===== src/rtl/signal_delay_meter_pkg.sv =====
// signal_delay_meter_pkg
//   Types and constants shared by the signal delay meter and its sub-module.
//   - meas_state_t : measurement FSM states (IDLE, COUNT, HOLDOFF)
//   - CODE_W       : width of the delay code. It matches the tap-select
//                    input of the signal delay line.
//   - sat_code()   : clamps a cycle count to a code limit.
package signal_delay_meter_pkg;

    localparam int CODE_W = 3;

    typedef enum logic [1:0] {
        IDLE    = 2'd0,
        COUNT   = 2'd1,
        HOLDOFF = 2'd2
    } meas_state_t;

    // min(value, limit), truncated to the tap-select width. The limit is
    // always below 2**CODE_W, so the truncation never loses information.
    function automatic logic [CODE_W-1:0] sat_code(input int value, input int limit);
        return (value > limit) ? CODE_W'(limit) : CODE_W'(value);
    endfunction

endpackage


===== src/rtl/signal_delay_meter_edge.sv =====
// sig_edge_detect
//   1-bit rising-edge detector with a synchronous, active-high reset.
//   The input is already synchronous to clk_Signal. A rising edge is reported
//   at the clock edge where the current sample is 1 and the previous sample
//   (held in the flop) is 0.
//   Ports:
//     clk_Signal : clock
//     Rst        : synchronous active-high reset; clears the previous sample
//     sig        : input signal
//     rise       : high while sig=1 and the previous sample was 0
module sig_edge_detect (
    input  logic clk_Signal,
    input  logic Rst,
    input  logic sig,
    output logic rise
);

    logic prev;

    always_ff @(posedge clk_Signal) begin
        if (Rst) begin
            prev <= 1'b0;
        end else begin
            prev <= sig;
        end
    end

    assign rise = sig & ~prev;

endmodule


===== src/rtl/signal_delay_meter.sv =====
// signal_delay_meter
//   Measures the delay, in clk_Signal cycles, from a rising edge on Ref_In to
//   the matching rising edge on its returned copy Echo_In. The block reports a
//   raw count and a saturated 3-bit code that can drive the tap-select input
//   of the signal delay line directly.
//   Ports:
//     clk_Signal  : clock
//     Rst         : synchronous active-high reset
//     Enable      : low forces IDLE (aborts a measurement without a pulse)
//     Ref_In      : reference signal; its rising edge starts a measurement
//     Echo_In     : delayed copy; its rising edge ends a measurement
//     Delay_Count : last measured delay (2**CNT_W-1 after a timeout)
//     Delay_Code  : min(Delay_Count, CODE_MAX)
//     Meas_Valid  : one-cycle pulse when a new measurement is loaded
//     Timeout     : one-cycle pulse when no echo arrives in 2**CNT_W-1 cycles
//     Busy        : high while counting
//   CODE_MAX must be below 8 (it has to fit the 3-bit tap select).
module signal_delay_meter
    import signal_delay_meter_pkg::*;
#(
    parameter int CNT_W    = 8,
    parameter int CODE_MAX = 7
) (
    input  logic              clk_Signal,
    input  logic              Rst,
    input  logic              Enable,
    input  logic              Ref_In,
    input  logic              Echo_In,
    output logic [CNT_W-1:0]  Delay_Count,
    output logic [CODE_W-1:0] Delay_Code,
    output logic              Meas_Valid,
    output logic              Timeout,
    output logic              Busy
);

    localparam logic [CNT_W-1:0] CNT_MAX = '1;

    meas_state_t      state;
    logic [CNT_W-1:0] counter;
    logic [CNT_W-1:0] count_next;
    logic             ref_rise;
    logic             echo_rise;

    sig_edge_detect u_ref_edge (
        .clk_Signal (clk_Signal),
        .Rst        (Rst),
        .sig        (Ref_In),
        .rise       (ref_rise)
    );

    sig_edge_detect u_echo_edge (
        .clk_Signal (clk_Signal),
        .Rst        (Rst),
        .sig        (Echo_In),
        .rise       (echo_rise)
    );

    // The counter holds the number of edges since the Ref edge, minus one.
    // An echo seen at this edge therefore measures counter+1 cycles.
    assign count_next = counter + 1'b1;

    always_ff @(posedge clk_Signal) begin
        if (Rst) begin
            state       <= IDLE;
            counter     <= '0;
            Delay_Count <= '0;
            Delay_Code  <= '0;
            Meas_Valid  <= 1'b0;
            Timeout     <= 1'b0;
        end else begin
            Meas_Valid <= 1'b0;
            Timeout    <= 1'b0;
            if (!Enable) begin
                state <= IDLE;
            end else begin
                case (state)
                    IDLE: begin
                        if (ref_rise) begin
                            if (echo_rise) begin
                                // Zero-cycle path: complete at once and skip COUNT.
                                Delay_Count <= '0;
                                Delay_Code  <= '0;
                                Meas_Valid  <= 1'b1;
                                state       <= HOLDOFF;
                            end else begin
                                counter <= '0;
                                state   <= COUNT;
                            end
                        end
                    end
                    COUNT: begin
                        counter <= count_next;
                        // An echo that arrives as the counter reaches its
                        // maximum is a valid measurement, so it is checked first.
                        if (echo_rise) begin
                            Delay_Count <= count_next;
                            Delay_Code  <= sat_code(int'(count_next), CODE_MAX);
                            Meas_Valid  <= 1'b1;
                            state       <= HOLDOFF;
                        end else if (count_next == CNT_MAX) begin
                            Delay_Count <= CNT_MAX;
                            Delay_Code  <= CODE_W'(CODE_MAX);
                            Timeout     <= 1'b1;
                            state       <= HOLDOFF;
                        end
                    end
                    HOLDOFF: begin
                        // Wait for both lines to go quiet. This stops a long
                        // reference pulse from re-arming the meter.
                        if (!Ref_In && !Echo_In) begin
                            state <= IDLE;
                        end
                    end
                    default: state <= IDLE;
                endcase
            end
        end
    end

    assign Busy = (state == COUNT);

endmodule


===== config.mk =====
export PLATFORM = sky130hd
export DESIGN_NAME = signal_delay_meter
export DESIGN_NICKNAME = d
export VERILOG_FILES = /design/src/rtl/signal_delay_meter_pkg.sv /design/src/rtl/signal_delay_meter_edge.sv /design/src/rtl/signal_delay_meter.sv
export SDC_FILE = /design/constraint.sdc
export NUM_CORES = 1
export LEC_CHECK = 0
export BUFFER_PORTS_ARGS = -buffer_cell sky130_fd_sc_hd__buf_2
export CAP_MARGIN = 15
export CORE_MARGIN = 5
export CORE_UTILIZATION = 35
export CTS_BUF_LIST = sky130_fd_sc_hd__clkbuf_16
export DETAILED_ROUTE_END_ITERATION = 10
export PLACE_DENSITY = 0.64
export SLEW_MARGIN = 20
export SYNTH_ARGS = -nofsm -noshare
export SYNTH_HDL_FRONTEND = slang
export SYNTH_SLANG_ARGS = --single-unit

===== constraint.sdc =====
create_clock -name clk_Signal -period 2.3 [get_ports clk_Signal]
set_clock_uncertainty 0.05 [all_clocks]
set_input_delay 0.115 -clock clk_Signal [delete_from_list [all_inputs] [get_ports clk_Signal]]
set_output_delay 0.115 -clock clk_Signal [all_outputs]
set_load 0.03 [all_outputs]

==> impl_metrics.ini, run 1 <==
[clock_network]
clockRootBuffer = clkbuf_16
path_clk_slew_ns = 0.07
numCtsBuffers = 3
clk_latency_ns = 0.26
ctsHoldBuffers = 0
htreeDepth = 1
postCtsSetupBuffers = 0
cts_tree = built
cts_buffer_depth = 2
numClockSinks = 25

[synth]
synthMuxAreaShare_pct = 2.26
synth_edf_count = 0
yosysSeqAreaShare_pct = 37.7
async_flop_share_pct = 0
synthXorXnorAreaFrac_pct = 3.30
yosys.area_share.simple_pct = 25.6
synth_top_area_share_pct = 37.7
syn_inst = 157
syn_area_per_cell_um2 = 8.45
yosys_most_used_dff = dfxtp_1
synth_fa_ha_area_share_pct = 1.89
synth_common_cells = dfxtp_1, nand2_1, inv_1, nor2_1, a21oi_1
synth_largest_area_cell = dfxtp_1
yosysWarnings = 0
synth_compound_area_share_pct = 22.3
synth_cell_types = 42
synth-seq-cells = 25
ys_top_cells_by_area = dfxtp_1, a221oi_2, nand2_1
yosysMostFrequentCell = dfxtp_1
synth_fp_nets = 164
synth_top_family_by_area = simple AND/OR/NAND/NOR gates
netlist_area_um2 = 1330

[timing]
fin_crit_sh_pct = 92.9
rsz0062_at_grt = no
tns_ns = 0
hold_viol = 0
slew_violations = 0
worst_pin_slew_ns = 0.510
slew_headroom_pct = 66.0
min_period_ns = 2.14
fmax_mhz = 468
setup_viol = 0

[placement]
hpwlAfterDp_um = 2200
place_congestion = 0.867
io_buffers = 18
dpl-instance-area_um2 = 1520

[drt]
drc = 0
routedWlPerCell_um = 12.9
vias_per_cell = 5.15
vias = 1179
ant_nets = 0
first_pass_iters = 4
finalWirelength_um = 2950
drt-initial-drc-count = 76

[floorplan]
dieArea_um2 = 5120
pin_count = 19
chipHeight_um = 71.6
core_area_um2 = 3660
die_x_um = 71.6
rows = 22
initial_utilization_pct = 36.2

[grt]
grt_usage_pct = 12.2
antenna_found_initial = 0
grt_pass1_wl_um = 5100
grt_max_degree = 25
grt-ovfl-total = 0
grt_pass1_vias = 1068

[setup_path]
crit_chain = nand3_2 > or4_4 > a211oi_2 > a31oi_1 > buf_4 > a221oi_1
critPathSlowestCell = or4_4
path_max_fanout = 11
critPathKind = flop to flop
crit_required_ns = 2.41
slowest_delay_ns = 0.52
end_kind = flop
cp.arrival_ns = 2.25
path_buf_inv = 1
cp_top_family = simple AND/OR/NAND/NOR gates
start_kind = flop

[run_status]
status = completed

[min_path]
min_path_type = input pin to flop

[finish]
fillCellCount = 384
regArea_um2 = 500
syn_to_final_growth_pct = 20.7
fin_area_um2 = 1600
fin_nets = 189
antenna-diode-count = 0
drive_gt1_share_pct = 25.4
multiInputGateArea_um2 = 736

[power]
p_leak_uw = 0.000623
powerDensity_nw_per_um2 = 584
irDropWorstVdd_v = 0.000367

[run]
cap_violations = 0
path summary, 6_finish.rpt:
kind | endpoint | startpoint | slack (ns) | cells past startpoint
worst max-delay path | Delay_Count[5]$_SDFFE_PP0P_ | counter[4]$_SDFFE_PP0P_ | 0.16 | 6
worst min-delay path | u_ref_edge.prev$_SDFF_PP0_ | Ref_In | 0.06 | 2
worst max register to register | Delay_Count[5]$_SDFFE_PP0P_ | counter[4]$_SDFFE_PP0P_ | 0.16 | 6
worst min register to register | Delay_Count[6]$_SDFFE_PP0P_ | Delay_Count[6]$_SDFFE_PP0P_ | 0.42 | 2
registers in the layout, indices dropped and copies added, names as in the netlist:
signal            cells
Delay_Code            3
state                 2
Meas_Valid            1
Delay_Count           8
Timeout               1
u_ref_edge.prev       1
counter               8
u_echo_edge.prev      1
power breakdown:
group          total (µW)  switching, µW  internal, µW
Combinational        96.2           62.4          33.8
Clock                 388            152           236
Sequential            451           6.80           444
repair_timing:
action	in CTS	in global routing
hold endpoints to repair	0	0
endpoints found under the setup margin	0	1
resized for setup	0	1
cell families after synthesis:
kind of cell               after synthesis
xor gates and xnor gates                 5
DFF                                     25
AOI/OAI and AO/OA                       37
and+or+nand+nor                         63
buffers and inverters                   22
muxes                                    3
adders and majority gates                2
placed cells by master (no fill, tap or decap), types with 4 or more instances in the layout:
cell type  synthesis  final
a221oi_2           5      5
nand2b_1           5      5
nor3_1             5      5
nand2_1           14     14
o21ai_0            6      6
inv_1             13     13
buf_4              0     11
nor2b_1            6      6
dfxtp_1           25     25
buf_2              1     18
nand4_1            5      5
a21oi_1            8      8
nor2_1            13     13
xor2_1             4      4
per-stage QoR:
step	util [%]	hold WS, ns	power [µW]	std cells	worst slack, ns
after floorplan	-	0.193	530	157	0.254
after global placement	41.4	0.309	558	225	0.242
after detailed placement	41.4	0.315	558	225	0.211
after CTS	43.6	0.0600	949	229	0.159
after global routing	43.7	0.0987	974	229	0.0211
final	43.7	0.0551	935	229	0.162
layer usage:
layer  part of all wire (%)  GRT usage, %  up-vias  routed length (µm)
met5                      0             0        -                   0
met4                   0.81          3.13        0                  24
met3                    3.7          2.24        2                 109
met2                     47          19.7       18                1380
met1                     49          16.9      549                1440
li1                       -             -      610                   -
final cells by class:
type,instances,area share (%)
multi-input combinational,110,46.0
sequential,25,31.3
timing repair buffer,29,10.8
clock buffer,3,4.69
tap,48,3.75
inverter,13,3.05
clock inverter,1,0.469
worst reg2reg max path, stage by stage (launching register included):
cell      delay (ns)
dfxtp_1         0.44
nand3_2         0.15
or4_4           0.52
a211oi_2        0.28
a31oi_1         0.11
buf_4           0.22
a221oi_1        0.28
(Power assumes the default switching activity.)
==> run 2, diff against run 1 <==
RECOVER_POWER = 100   (was not set)
==> impl_metrics.ini, run 2 (same netlist as run 1, synthesis figures left out) <==
[setup_path]
crit_required_ns = 2.41
end_kind = flop
critPathKind = flop to flop
crit_chain = nand3_2 > or4_4 > a211oi_2 > a31oi_1 > buf_4 > a221oi_1
cp.arrival_ns = 2.24
worstRegToRegCells = 6
reg2reg_from = counter[4]$_SDFFE_PP0P_
start_kind = flop
rrSetupSlack_ns = 0.17
slowest_delay_ns = 0.52
critPathSlowestCell = or4_4
r2r_end = Delay_Count[5]$_SDFFE_PP0P_
path_max_fanout = 11

[placement]
io_buffers = 18
hpwlAfterDp_um = 2200
place_congestion = 0.867

[finish]
syn_to_final_growth_pct = 17.7
fillCellCount = 400
reg.largest.list = Delay_Count (8), counter (8), Delay_Code (3)
antenna-diode-count = 0
layout_commonest_cell = dfxtp_1
fin_nets = 189
final_cell_mix = dfxtp_1, clkbuf_1, nand2_1, inv_1, nor2_1
drive_gt1_share_pct = 14.9

[grt]
grt_pass1_wl_um = 5100
grt-ovfl-total = 0
antenna_found_initial = 0
grt_max_degree = 25
grt_pass1_vias = 1068
grt_usage_pct = 12.2

[timing]
rsz0062_at_grt = no
setup_viol = 0
hold_viol = 0
fmax_mhz = 470
tns_ns = 0
worst_pin_slew_ns = 0.551
min_period_ns = 2.13
slew_violations = 0
slew_headroom_pct = 63.3
fin_crit_sh_pct = 92.6

[clock_network]
cts_tree = built
numClockSinks = 25
ctsHoldBuffers = 0
clockRootBuffer = clkbuf_16
htreeDepth = 1
path_clk_slew_ns = 0.07
clk_latency_ns = 0.26
cts_buffer_depth = 2
numCtsBuffers = 3

[floorplan]
chipHeight_um = 71.6
pin_count = 19
die_x_um = 71.6
rows = 22
initial_utilization_pct = 36.2
core_area_um2 = 3660
dieArea_um2 = 5120

[power]
power_uw = 929
powerDensity_nw_per_um2 = 595
irDropWorstVdd_v = 0.000367
p_leak_uw = 0.000549

[min_path]
hold_path_depth = 2
whs_endpoint = u_ref_edge.prev$_SDFF_PP0_
min_from = Ref_In
min_path_type = input pin to flop

[drt]
routedWlPerCell_um = 12.9
vias = 1178
first_pass_iters = 4
drc = 0
drt-initial-drc-count = 91
vias_per_cell = 5.14
ant_nets = 0
finalWirelength_um = 2960

[run_status]
status = completed

[run]
cap_violations = 0
==> run 2: changes by cell type in the layout (fill, tap and decap cells not counted), sizes merged <==
cell    before  now
buf         29   11
clkbuf       3   21
==> run 2: worst max-delay path by stage <==
stage / start / to / slack [ns] / cells after the start
finish: counter[4]$_SDFFE_PP0P_ / Delay_Count[5]$_SDFFE_PP0P_ / 0.17 / 6
global route: state[0]$_SDFFE_PP0P_ / counter[1]$_SDFFE_PP0P_ / 0.03 / 6
CTS: counter[4]$_SDFFE_PP0P_ / Delay_Count[5]$_SDFFE_PP0P_ / 0.16 / 6
detailed placement: counter[4]$_SDFFE_PP0P_ / Delay_Count[5]$_SDFFE_PP0P_ / 0.21 / 6
global placement: counter[1]$_SDFFE_PP0P_ / Delay_Count[5]$_SDFFE_PP0P_ / 0.24 / 7
floorplan: counter[5]$_SDFFE_PP0P_ / Delay_Count[0]$_SDFFE_PP0P_ / 0.25 / 7
==> run 2: metal layers <==
metal	up-vias	global-route usage (%)	wire [µm]
li1	612	-	-
met1	544	16.9	1400
met2	20	19.7	1400
met3	2	2.24	131
met4	0	3.13	24
met5	-	0	0
==> run 2: stage by stage <==
stage                     setup slack, ns  area [µm²]  hold WS (ns)  utilization, %  std cells
after floorplan                     0.254        1330         0.193               -        157
after global placement              0.242        1520         0.309            41.4        225
after detailed placement            0.211        1520         0.315            41.4        225
after CTS                           0.159        1600        0.0600            43.6        229
after global routing               0.0272        1560        0.0987            42.7        229
final                               0.170        1560        0.0541            42.7        229
==> run 2: cell type report <==
class	count	area, µm²	share of cell area (%)
Timing Repair Buffer	29	140	8.97
Clock buffer	3	75.1	4.81
Tap cell	48	60.1	3.85
Multi-Input combinational cell	110	729	46.7
Sequential cell	25	500	32.1
Clock inverter	1	7.51	0.481
Inverter	13	48.8	3.12
==> run 2: worst max-delay path, delay by kind of cell (launching register included) <==
kind / cells / cell delay, ns
AO/OA/AOI/OAI: 3 / 0.65
buffers and inverters: 1 / 0.21
flip-flops: 1 / 0.44
AND/OR/NAND/NOR: 2 / 0.67
==> run 2: repair_timing <==
| action | in CTS | in global routing |
|---|---|---|
| resized for setup | 0 | 1 |
| setup buffers | 0 | 0 |
| endpoints found under the setup margin | 0 | 1 |
==> run 2: power by group <==
group	switching, µW	internal, µW	total, µW
clock network	151	236	387
registers	7.18	444	451
logic	61.7	29.2	90.9
